`src/rtl/sha_nonce_sequencer.sv`:
```
// Round/nonce sequencer for a SHA-256 mining core: 64 rounds per nonce, sticky exhaustion flag.
// Optional macro NONCE_HALT_EN freezes counting once the nonce space has been exhausted.
module sha_nonce_sequencer #(
   parameter logic [31:0] NONCE_INIT = 32'd0
) (
   input  logic        clk,
   input  logic        clearCounter,
   input  logic        solveEn,
   output logic [5:0]  cycle,
   output logic [32:0] nonce
);

   logic [5:0]  r_cycle;
   logic [31:0] r_nonce;
   logic        r_exhausted;

   logic        w_halt;
   logic        w_advance;
   logic        w_round_end;
   logic        w_nonce_last;

`ifdef NONCE_HALT_EN
   assign w_halt = r_exhausted;
`else
   assign w_halt = 1'b0;
`endif

   assign w_advance    = solveEn & ~w_halt;
   assign w_round_end  = (r_cycle == 6'd63);
   assign w_nonce_last = (r_nonce == 32'hFFFF_FFFF);

   // Reset wins over enable and over a pending round wrap.
   always_ff @(posedge clk) begin
      if (!clearCounter) begin
         r_cycle     <= 6'd0;
         r_nonce     <= NONCE_INIT;
         r_exhausted <= 1'b0;
      end else if (w_advance) begin
         r_cycle <= r_cycle + 6'd1;
         if (w_round_end) begin
            r_nonce <= r_nonce + 32'd1;
            if (w_nonce_last) begin
               r_exhausted <= 1'b1;
            end
         end
      end
   end

   assign cycle = r_cycle;
   assign nonce = {r_exhausted, r_nonce};

endmodule

```
`config.mk`:
```
export PLATFORM = sky130hd
export DESIGN_NAME = sha_nonce_sequencer
export DESIGN_NICKNAME = d
export VERILOG_FILES = /design/src/rtl/sha_nonce_sequencer.sv
export SDC_FILE = /design/constraint.sdc
export NUM_CORES = 1
export LEC_CHECK = 0
export ABC_AREA = 1
export CAP_MARGIN = 20
export CORE_MARGIN = 4
export CORE_UTILIZATION = 40
export CTS_BUF_LIST = sky130_fd_sc_hd__clkbuf_8
export CTS_CLUSTER_DIAMETER = 80
export DETAILED_ROUTE_END_ITERATION = 8
export GPL_TIMING_DRIVEN = 0
export PLACE_DENSITY = 0.65
export SYNTH_ARGS = -nofsm -noshare
export SYNTH_HDL_FRONTEND = slang
export SYNTH_SLANG_ARGS = --single-unit
```
`constraint.sdc`:
```
create_clock -name clk -period 1.35 [get_ports clk]
set_input_delay 0.27 -clock clk [delete_from_list [all_inputs] [get_ports clk]]
set_output_delay 0.27 -clock clk [all_outputs]
set_load 0.02 [all_outputs]
```
==> flow_summary.ini, run 1 <==
[synth]
synth_area_leaders = dfxtp_1 37%, nand2_1 14%, nor2_1 13%
synth_top_area_frac = 0.373
yosysTopAreaCell = dfxtp_1
ys_types = 24
synth_nets = 337
synth.most_common_cell = nand2_1
syn_area_mm2 = 0.00209
syn_inst = 332
async_flop_share = 0
synth_flop_cell = dfxtp_1
avgSynthCellArea_um2 = 6.30
netlist_top_cells_count = 78 x nand2_1, 74 x nor2_1, 43 x inv_1
synth_seq_cells = 39
ys_warn_count = 0
yosysSeqAreaShare = 0.373
synth_edf_count = 0

[worst_setup_path]
start_kind = flop
critical_path_class = flop to flop
regToRegSetupSlack_ns = -0.16
critical_path_required_ns = 1.51
r2r_end = r_nonce[5]
endpoint_kind = flop
reg2reg_depth = 8
cp.arrival_ns = 1.67
worstReg2RegStart = cycle[1]
path_max_fanout = 7

[global_route]
grt_pass1_wl_mm = 10.1
overflow = 0
grt_max_degree = 13
antenna_found_initial = 0
first_global_vias = 2217
track_usage = 0.202

[power]
p_leak_nw = 1.34
clockPowerShare = 0.434
swShare = 0.217
vdd_drop_max_mv = 0.533
internal_power_mw = 1.73
seqPwrFrac = 0.524
switchingPower_mw = 0.477
power_frac_comb = 0.043
total_power_mw = 2.20
power_density_mw_per_mm2 = 669

[timing]
rsz0062_at_grt = true
tns_ns = -2.31
worstMarginPinSlew_ns = 0.515
post-route-period-util = 1.12
final.setup_skew_ns = 0.00350
period_minus_slack_ns = 1.51
layout_setup_ws_ns = -0.157
fmax_mhz = 664
drv_slew = 0
setup-violations-final = 29
finalHoldViolations = 0
slew_headroom = 0.657

[route]
routedWlPerCell_um = 13.2
via_count = 2303
final_antenna_net_count = 0
drc_errors = 0
drt_iter0_markers = 122
wl_mm = 6.28
via_per_inst = 4.85
first_pass_iters = 4

[final_layout]
drive_gt1_frac = 0.338
post-route-util = 0.649
nets = 409
fin_area_mm2 = 0.00329
synthToLayoutAreaGrowth_pct = 57.4
antenna_cells = 0

[worst_hold_path]
holdCritStartpoint = clearCounter
min_path_cells = 3
hp-class = input pin to flop
min_to = r_nonce[3]

[outcome]
status = finished with violations
failed_checks = negative setup slack

[floorplan]
core_area_mm2 = 0.00507
die-area_mm2 = 0.00645
die_w_um = 80.3
initial_utilization = 0.412
rows = 26
die_y_um = 80.3
io_pins = 42

[clock_tree]
clkTransAtPathRegs_ns = 0.08
cts_buffers = 5
cts_root_buf = clkbuf_8
clock_path_buffers = 2
clkLatencyLatePin_ns = 0.29
cts_sinks = 39
cts_tree = built
ctsHtreeMaxLevel = 2

[placement]
port_buffers = 40
place_ws_ns = -0.668
gp_congestion = 0.856
placed_cell_area_mm2 = 0.00268
hpwlAfterDp_mm = 4.12

[job]
maxCapViolCount = 0
timing repair:
| item | 4_1_cts | 5_1_grt |
|---|---|---|
| gates resized for setup | 99 | 65 |
| endpoints found under the hold margin | 0 | 0 |
| cloned | 1 | 0 |
| hold buffers | 0 | 0 |
| pin swaps | 20 | 15 |
| endpoints found under the setup margin | 70 | 51 |
| buffers inserted | 15 | 9 |
metrics by stage:
stage,instances,hold slack [ns]
after floorplan,332,0.350
after global placement,442,0.442
after detailed placement,442,0.455
after CTS,466,0.399
after global routing,475,0.445
final,475,0.416
registers in the layout (all words and copies together) (netlist names):
| signal | count |
|---|---|
| cycle | 6 |
| r_exhausted | 1 |
| r_nonce | 32 |
power by group through the flow:
stage               Combinational (mW)  Clock (mW)  Sequential, mW
floorplan                       0.0403           0            1.19
global placement                0.0767           0            1.19
detailed placement              0.0777           0            1.19
CTS                             0.0909       0.974            1.16
global route                     0.107        1.02            1.15
finish                          0.0939       0.956            1.15
placed cells by master (no fill, tap or decap), types with 2 or more instances in the layout:
cell type and n:
nand2_1 69, nor2_1 53, inv_1 40, dlygate4sd2_1 23, dfxtp_2 17, dfxtp_1 17
nor2_4 16, a21oi_1 15, nand3_1 13, nand3_2 12, buf_4 12, nor2_2 11
buf_6 11, clkdlybuf4s15_1 8, nand2_2 7, clkbuf_2 7, nand4_1 6, xor2_1 6
o21ai_0 6, clkbuf_8 5, dfxtp_4 5, nand3_4 4, o21ai_2 4, a21oi_2 4
nand2_4 3, o21ai_1 3, clkdlybuf4s15_2 3, clkbuf_1 2, nand2_8 2, inv_2 2
nor3_1 2, and2_1 2, ha_4 2, buf_12 2
worst max-delay path: stages, from the launching register on:
cell and delay [ns]:
dfxtp_4 0.36, ha_4 0.13, nand2_4 0.05, nor2_4 0.15, nand2_8 0.12, nor2_4 0.22, buf_6 0.13, xor2_1 0.16
nor2_1 0.05
worst max path at each step:
stage | startpoint | end | slack [ns] | cells past startpoint
after floorplan | cycle[1] | r_nonce[25] | -0.08 | 10
after global placement | solveEn | r_nonce[20] | -0.61 | 8
after global routing | cycle[1] | r_nonce[25] | -0.27 | 10
after CTS | cycle[1] | r_nonce[11] | -0.17 | 8
after detailed placement | solveEn | r_nonce[20] | -0.67 | 8
final | cycle[1] | r_nonce[5] | -0.16 | 8
cells by family (layout without fill, tap and decap cells):
kind of cell | count (synthesis) | count (layout) | synth area share
and+or+nand+nor | 203 | 204 | 0.418
buffers and inverters | 49 | 121 | 0.0915
DFF | 39 | 39 | 0.373
AOI/OAI and AO/OA | 33 | 33 | 0.0801
xor gates and xnor gates | 6 | 6 | 0.0251
adders and majority gates | 2 | 2 | 0.0120
per-layer routing:
| layer | track usage | wire length [um] | part of all wire | vias to the layer above |
|---|---|---|---|---|
| met5 | 0 | 0 | 0 | - |
| met4 | 0.0811 | 136 | 0.022 | 0 |
| met3 | 0.0493 | 335 | 0.053 | 12 |
| met2 | 0.336 | 3070 | 0.49 | 52 |
| met1 | 0.247 | 2740 | 0.44 | 1053 |
| li1 | - | - | - | 1186 |
layout make-up:
class                   count  area, um^2
clock buffers               5        68.8
well taps                  70        87.6
flip-flops and latches     39         821
multi-input cells         245        1490
inverters                  44         175
clock inverters             3        38.8
repair buffers             64         592
plain buffers               5        25.0
fillers                   484        1780
No activity file was read; power rests on OpenSTA's default activity.
==> run 2: changes to the inputs <==
--- a/config.mk
+++ b/config.mk
@@ -8,12 +8,12 @@
 export ABC_AREA = 1
 export CAP_MARGIN = 20
 export CORE_MARGIN = 4
-export CORE_UTILIZATION = 40
-export CTS_BUF_LIST = sky130_fd_sc_hd__clkbuf_8
+export CORE_UTILIZATION = 48
+export CTS_BUF_LIST = sky130_fd_sc_hd__clkbuf_4
 export CTS_CLUSTER_DIAMETER = 80
 export DETAILED_ROUTE_END_ITERATION = 8
 export GPL_TIMING_DRIVEN = 0
-export PLACE_DENSITY = 0.65
+export PLACE_DENSITY = 0.76
 export SYNTH_ARGS = -nofsm -noshare
 export SYNTH_HDL_FRONTEND = slang
 export SYNTH_SLANG_ARGS = --single-unit
==> run 2 against run 1 <==
  * The run still ends with negative setup slack left
  * Clock-buffer cell count stayed put
  * Hold slack worse by 0.10 ns
  * Fmax is 1.5% lower
  * Critical endpoint is now r_nonce[24]
  * Wire length is 5.3% lower
  * Clock skew is 0.015 ns higher
  * Global-route usage is 2.0 points higher
  * Clock power is 17% lower
  * Final cell count is 5.5% lower
  * Design area is 7.3% lower
  * Total power is 8.1% lower
  * Non-clock buffer count is 5 lower
==> flow_summary.ini, run 2 (synthesis results as in run 1) <==
[worst_setup_path]
path_cells = ha_4 > nand2_4 > nor2_4 > nand2_4 > nor2_4 > buf_6 > nand3_1 > nand2_1 > inv_1 > nor2_1
critical_path_class = flop to flop
endpoint_kind = flop
critical_path.startpoint = cycle[0]
slowest_stage = dfxtp_4
worstReg2RegStart = cycle[0]
critPathMaxStageDelay_ns = 0.38
path_max_fanout = 8
crit_family = simple AND/OR/NAND/NOR gates
cp.arrival_ns = 1.82
crit_buf_inv = 2
critical_path_required_ns = 1.64
start_kind = flop

[outcome]
failed_checks = negative setup slack
status = finished with violations

[power]
internal_power_mw = 1.56
power_frac_comb = 0.042
clockPowerShare = 0.391
total_power_mw = 2.02
swShare = 0.232
switchingPower_mw = 0.470
seqPwrFrac = 0.567
vdd_drop_max_mv = 0.562
p_leak_nw = 1.17
power_density_mw_per_mm2 = 663

[clock_tree]
ctsHtreeMaxLevel = 2
clkLatencyLatePin_ns = 0.36
hold_buffers = 0
cts_tree = built
clock_path_buffers = 2
cts_root_buf = clkbuf_4
clkTransAtPathRegs_ns = 0.13
cts_buffers = 5
cts_sinks = 39

[timing]
layout_setup_ws_ns = -0.180
fmax_mhz = 654
slew_headroom = 0.656
period_minus_slack_ns = 1.53
rsz0062_at_grt = true
setup-violations-final = 28
finalHoldViolations = 0
hold_ws_ns = 0.317
worstMarginPinSlew_ns = 0.516
post-route-period-util = 1.13
final.setup_skew_ns = 0.0189
drv_slew = 0

[final_layout]
fin_cells = 449
largest_reg_flops = 32
antenna_cells = 0
layout_commonest_cell = nand2_1
drive_gt1_frac = 0.373
fin_area_mm2 = 0.00306
nets = 403
post-route-util = 0.742
final_cell_mix = 73 x nand2_1, 60 x nor2_1, 39 x inv_1
largest_register = r_nonce
synthToLayoutAreaGrowth_pct = 46.0

[floorplan]
rows = 23
initial_utilization = 0.509
die-area_mm2 = 0.00548
core_area_mm2 = 0.00412
die_w_um = 74.0
io_pins = 42
die_y_um = 74.0

[global_route]
grt_pass1_wl_mm = 9.40
track_usage = 0.222
first_global_vias = 2116
grt_max_degree = 13
antenna_found_initial = 0
overflow = 0

[route]
first_pass_iters = 4
via_count = 2307
drc_errors = 0
routedWlPerCell_um = 13.2
wl_mm = 5.94
final_antenna_net_count = 0
via_per_inst = 5.14
drt_iter0_markers = 155

[worst_hold_path]
hp-class = input pin to flop
holdCritStartpoint = clearCounter

[placement]
placed_cell_area_mm2 = 0.00266
gp_congestion = 0.889
dpl.cell_count = 422
port_buffers = 40
hpwlAfterDp_mm = 4.15

[job]
maxCapViolCount = 0
-- run 2: per-stage QoR --
stage	setup slack, ns	TNS, ns
3_3_place_gp	-0.635	-16.10
6_report	-0.180	-3.56
5_1_grt	-0.274	-6.04
2_1_floorplan	-0.0760	-0.462
4_1_cts	-0.161	-2.50
3_5_place_dp	-0.654	-16.89
-- run 2: worst paths after layout --
path / endpoint / slack (ns) / cells past startpoint
setup / recovery: r_nonce[24] / -0.18 / 10
setup reg to reg: r_nonce[24] / -0.18 / 10
hold reg to reg: r_exhausted / 0.46 / 2
hold / removal: r_nonce[3] / 0.32 / 3
-- run 2: layout make-up --
type | instances | area (um^2)
multi-input combinational | 244 | 1320
fill | 357 | 1060
sequential | 39 | 845
timing repair buffer | 59 | 562
inverter | 44 | 168
tap | 50 | 62.6
clock inverter | 3 | 38.8
clock buffer | 5 | 37.5
buffer | 5 | 23.8
-- run 2: routing by layer --
| layer | routed length [um] | share of wire | track usage | vias up |
|---|---|---|---|---|
| met3 | 312 | 0.053 | 0.0311 | 13 |
| met4 | 125 | 0.021 | 0.113 | 0 |
| met5 | 0 | 0 | 0 | - |
| li1 | - | - | - | 1176 |
| met1 | 2580 | 0.43 | 0.280 | 1050 |
| met2 | 2930 | 0.49 | 0.368 | 68 |
-- run 2: worst reg2reg max path, stage by stage, from the launching register on --
cell and delay (ns):
dfxtp_4 0.38, ha_4 0.13, nand2_4 0.05, nor2_4 0.15
nand2_4 0.12, nor2_4 0.26, buf_6 0.15, nand3_1 0.06
nand2_1 0.07, inv_1 0.04, nor2_1 0.07
-- run 2: repair_timing --
item                       CTS  global route
resized for setup          130            60
buffers inserted             9            10
setup endpoints to repair   67            53
pin swaps                    9            14
-- run 2: power by group through the flow --
stage / clock [mW] / combinational, mW / sequential, mW
after floorplan: 0 / 0.0403 / 1.19
after global placement: 0 / 0.0749 / 1.19
after detailed placement: 0 / 0.0782 / 1.19
after CTS: 0.809 / 0.0836 / 1.16
after global routing: 0.851 / 0.0936 / 1.15
final: 0.792 / 0.0845 / 1.15
